### src/rtl/bist_pkg.sv
// rtl/bist_pkg.sv - shared state encoding and default MISR constants for the BIST response analyser
package bist_pkg;

    typedef enum logic [1:0] {
        IDLE    = 2'd0,
        COMPACT = 2'd1,
        COMPARE = 2'd2,
        DONE    = 2'd3
    } state_t;

    localparam logic [7:0] DEFAULT_POLY = 8'hB8;
    localparam logic [7:0] DEFAULT_SEED = 8'h00;

endpackage

### src/rtl/bist_misr_ora_misr_reg.sv
// rtl/bist_misr_ora_misr_reg.sv - multiple-input signature register; SIG_SCANOUT_EN adds a plain shift-out mode
module misr_reg
    import bist_pkg::*;
#(
    parameter int               WIDTH = 8,
    parameter logic [WIDTH-1:0] POLY  = WIDTH'(DEFAULT_POLY)
) (
    input  logic             CLK,
    input  logic             RST,
    input  logic             load,
    input  logic [WIDTH-1:0] seed,
    input  logic             enable,
    input  logic [WIDTH-1:0] data,
`ifdef SIG_SCANOUT_EN
    input  logic             shift,
`endif
    output logic [WIDTH-1:0] q
);

    always_ff @(posedge CLK or negedge RST) begin
        if (!RST) begin
            q <= '0;
        end else if (load) begin
            q <= seed;
        end else if (enable) begin
            q <= {q[WIDTH-2:0], 1'b0} ^ (q[WIDTH-1] ? POLY : '0) ^ data;
`ifdef SIG_SCANOUT_EN
        end else if (shift) begin
            // Unload path: plain shift with zero fill, no feedback taps.
            q <= {q[WIDTH-2:0], 1'b0};
`endif
        end
    end

endmodule

### src/rtl/bist_misr_ora.sv
// rtl/bist_misr_ora.sv - BIST output response analyser: run FSM, word counter, golden compare; SIG_SCANOUT_EN enables signature scan-out
module bist_misr_ora
    import bist_pkg::*;
#(
    parameter int               WIDTH      = 8,
    parameter int               NUM_CYCLES = 1000,
    parameter logic [WIDTH-1:0] POLY       = WIDTH'(DEFAULT_POLY),
    parameter logic [WIDTH-1:0] SEED       = WIDTH'(DEFAULT_SEED),
    parameter logic [WIDTH-1:0] GOLDEN     = '0
) (
    input  logic             CLK,
    input  logic             RST,
    input  logic             bist_start,
    input  logic [WIDTH-1:0] resp_in,
    input  logic             resp_valid,
    output logic             busy,
    output logic [WIDTH-1:0] sig_out,
    output logic             bist_end,
    output logic             pass_fail
`ifdef SIG_SCANOUT_EN
    ,
    output logic             scan_out
`endif
);

    localparam int            CW   = $clog2(NUM_CYCLES + 1);
    localparam logic [CW-1:0] LAST = CW'(NUM_CYCLES - 1);

    state_t           state, state_n;
    logic [CW-1:0]    cnt;
    logic             load, enable;
    logic [WIDTH-1:0] misr;
`ifdef SIG_SCANOUT_EN
    logic             shift;
`endif

    misr_reg #(
        .WIDTH (WIDTH),
        .POLY  (POLY)
    ) u_misr (
        .CLK    (CLK),
        .RST    (RST),
        .load   (load),
        .seed   (SEED),
        .enable (enable),
        .data   (resp_in),
`ifdef SIG_SCANOUT_EN
        .shift  (shift),
`endif
        .q      (misr)
    );

    always_comb begin
        state_n = state;
        load    = 1'b0;
        enable  = 1'b0;
`ifdef SIG_SCANOUT_EN
        shift   = 1'b0;
`endif
        case (state)
            IDLE: begin
                if (bist_start) begin
                    load    = 1'b1;
                    state_n = COMPACT;
                end
            end
            COMPACT: begin
                if (resp_valid) begin
                    enable = 1'b1;
                    if (cnt == LAST) state_n = COMPARE;
                end
            end
            COMPARE: state_n = DONE;
            DONE: begin
                // Holding bist_start keeps the result up until the controller releases it.
                if (!bist_start) state_n = IDLE;
`ifdef SIG_SCANOUT_EN
                else             shift   = 1'b1;
`endif
            end
            default: state_n = IDLE;
        endcase
    end

    always_ff @(posedge CLK or negedge RST) begin
        if (!RST) begin
            state     <= IDLE;
            cnt       <= '0;
            bist_end  <= 1'b0;
            pass_fail <= 1'b0;
        end else begin
            state <= state_n;
            if (load)        cnt <= '0;
            else if (enable) cnt <= cnt + 1'b1;
            if (state == COMPARE) begin
                pass_fail <= (misr == GOLDEN);
                bist_end  <= 1'b1;
            end else if (state == DONE && !bist_start) begin
                pass_fail <= 1'b0;
                bist_end  <= 1'b0;
            end
        end
    end

    assign busy    = (state == COMPACT) || (state == COMPARE);
    assign sig_out = misr;
`ifdef SIG_SCANOUT_EN
    assign scan_out = misr[WIDTH-1];
`endif

endmodule

### config.mk
export PLATFORM = sky130hd
export DESIGN_NAME = bist_misr_ora
export DESIGN_NICKNAME = d
export VERILOG_FILES = /design/src/rtl/bist_pkg.sv /design/src/rtl/bist_misr_ora_misr_reg.sv /design/src/rtl/bist_misr_ora.sv
export SDC_FILE = /design/constraint.sdc
export NUM_CORES = 1
export LEC_CHECK = 0
export CORE_MARGIN = 4
export CORE_UTILIZATION = 44
export DETAILED_ROUTE_END_ITERATION = 12
export GPL_TIMING_DRIVEN = 0
export PLACE_DENSITY = 0.7
export SYNTH_ARGS = -nofsm -noshare
export SYNTH_HDL_FRONTEND = slang
export SYNTH_SLANG_ARGS = --single-unit
### constraint.sdc
create_clock -name CLK -period 2.6 [get_ports CLK]
set_clock_uncertainty 0.2 [all_clocks]
set_input_delay 0.26 -clock CLK [delete_from_list [all_inputs] [get_ports CLK]]
set_output_delay 0.26 -clock CLK [all_outputs]
set_load 0.05 [all_outputs]
==> metrics <==
placed cell count=between 150 and 200; CP endpoint kind=output port; Psw=approximately 0.54 mW; drt drc=0; critical path capture point=busy; outcome=finished, final reports clean; achievable clock frequency=0.4240 GHz; synthesized flop and latch total=22; Initial DRT Pass Iterations=4; vias in the first global route=around 940; DRT antenna net count=0; Slew @ Worst Pin=about 0.97 ns; DR vias=about 920; critical path arrival=between 1.5 and 2 ns; Comb power frac=42.4%; count leader, synth=dfrtp_1; setup slack, reg-to-reg=around 0.67 ns; synthesized net count=137; Chip Height=59.62 µm; Detailed Route Iter0 Violations=36; post-synthesis cell type count=25; total die area=around 3600 µm²; Final Hold Viols=0; Area growth syn-to-layout=25.08%; crit path from=state[0]; FFs w/ async S/R, synth=between 90% and 100%; Final Wtd Congestion=around 0.83; Resized Gates After CTS=0; TritonCTS Buffers=3; Total GRT Usage=15.65%; Final #Nets=approximately 160; Hold WS=roughly 0.27 ns; total of max-cap violations=0; setup slack after layout=roughly 0.24 ns; Final Routed Wirelength=approximately 2.4 mm; Final TNS setup=0 ns; CTS Sinks=22; CP Class=flop to output port; clock power share=~15%; Switching Share=between 40% and 50%; Wirelength per Cell=between 10 and 15 µm; fin area=1466 µm²; Post-DP Area=roughly 1400 µm²; worst skew pair latency=0.31 ns; # IOs=23; R2R depth=6; layout cells sized above 1=about 6.2%; die width=59.62 µm; Pwr Density=just under 900 nW/µm²; Site Rows=18; post-synthesis cell count=between 100 and 150; top cell type's share of synthesized area=46.96%; Design Power=about 1.3 mW; leak pwr=~0.64 nW; RSZ-0062 raised after global routing=no; clk slew on worst S/H paths=around 0.12 ns; Hold WC Path Type=input port to async pin; Worst R2R End=cnt[0]; Seq pwr share=a little over two fifths; # setup viols final=0; postcts setup bufs=0; fin util=slightly below 60%; Seq/Total Area, Yosys=approximately 47%; Ys Warns=0; final slew viol count=0; I/O Buffers=22; hpwl dp=between 1.5 and 2 mm; Synth area leader=dfrtp_1; Worst VDD drop=0.0004956 V; initial core utilization=46.90%; Root Buffer=clkbuf_4; Layout Cells excl Fill=around 180; pre-CTS setup slack=between 0.5 and 0.6 ns; number of flops mapped to enable cells by yosys=0; routed vias/inst=5.240; CTS H-tree lvls=1; first-pass GRT wire length=slightly above 4 mm; largest net degree at the start of global routing=23; type of origin of the critical path=flop; CTS tree=yes; Mean Syn Cell Area=9.852 µm²; internal cell power=between 0.7 and 0.8 mW; Post-CTS Hold Fix Bufs=0; period utilization=roughly 91%; largest fanout on the critical path=3; Tmin final=2.359 ns; Core Region=roughly 2500 µm²; Synth area leaders=dfrtp_1, xnor2_1, ha_1; Ant. Diodes=0; reg2reg start=state[0]; mapped cell area=around 1200 µm²; clock buffer depth=2; Slew HR=35.13%; total gr overflow=0; critical path data required time=between 2 and 2.5 ns; initial antenna violation count=0; ys flop type=dfrtp_1; synth cell count leaders=dfrtp_1, nand2_1, nor2_1
[critical path, stage by stage, from the launching register on]
cell             delay (ns)
dfrtp_1                0.40
inv_1                  0.09
ha_1                   0.30
clkdlybuf4s50_1        0.80
[layout by cell type (no fill, tap or decap)]
master and count:
a211oi_1 4, a21o_1 1, a21oi_1 3, and2_1 2, buf_2 1, buf_4 1, clkbuf_1 2, clkbuf_4 3
clkbuf_8 1, clkdlybuf4s50_1 22, dfrtp_1 22, ha_1 6, inv_1 5, mux2_4 1, mux2i_1 2, nand2_1 13
nand2b_1 1, nand3_1 6, nand4_1 5, nor2_1 13, nor3_1 3, nor4_1 2, nor4b_1 1, o21ai_0 5
o41ai_2 1, or3_2 1, xnor2_1 12, xor2_1 6
[state kept, by name, indices dropped and copies added, names as in the netlist]
name	count
bist_end	1
pass_fail	1
state	2
u_misr.q	8
cnt	10
[logic make-up (layout without fill, tap and decap cells)]
| logic type | Yosys count | after routing | share of synthesized area, % |
|---|---|---|---|
| buffers and inverters | 9 | 35 | 3.309 |
| adder cells (fa/ha/maj) | 6 | 6 | 6.403 |
| flip-flops | 22 | 22 | 46.96 |
| AO/OA/AOI/OAI | 14 | 14 | 8.004 |
| XOR/XNOR | 18 | 18 | 13.45 |
| multiplexers | 3 | 3 | 2.988 |
| AND/OR/NAND/NOR | 47 | 47 | 18.89 |
[cell type report]
| cell class | instances | area [µm²] |
|---|---|---|
| multi-input cells | 88 | 583.1 |
| well taps | 30 | 37.54 |
| fillers | 232 | 1033 |
| flip-flops and latches | 22 | 550.5 |
| repair buffers | 22 | 220.2 |
| clock buffers | 4 | 36.28 |
| inverters | 5 | 18.77 |
| plain buffers | 4 | 20.02 |
[worst min-delay path by stage]
| stage | startpoint | endpoint | slack (ns) | cells past startpoint |
|---|---|---|---|---|
| 2_1_floorplan | RST | bist_end | -0.24 | 0 |
| 3_3_place_gp | bist_end | bist_end | 0.26 | 1 |
| 3_5_place_dp | bist_end | bist_end | 0.28 | 1 |
| 4_1_cts | resp_in[0] | u_misr.q[0] | 0.27 | 3 |
| 5_1_grt | resp_in[0] | u_misr.q[0] | 0.27 | 3 |
| 6_report | RST | u_misr.q[6] | 0.27 | 1 |
[routing by layer]
layer / GRT usage [%] / up-vias / share of wire (%) / wire [µm]
met5: 0 / - / 0 / 0
met4: 11.08 / 0 / 3.2 / 76
met3: 2.397 / 7 / 6.7 / 157
met2: 23.87 / 30 / 45 / 1063
met1: 20.11 / 426 / 45 / 1055
li1: - / 454 / - / -
[power groups by stage]
stage | clock network (mW) | registers (mW) | logic, mW
global placement | 0 | 0.543 | 0.533
detailed placement | 0 | 0.548 | 0.540
finish | 0.191 | 0.544 | 0.542
global route | 0.219 | 0.558 | 0.595
floorplan | 0 | 0.682 | 0.227
CTS | 0.201 | 0.541 | 0.546
No activity file was read; power rests on OpenSTA's default activity.
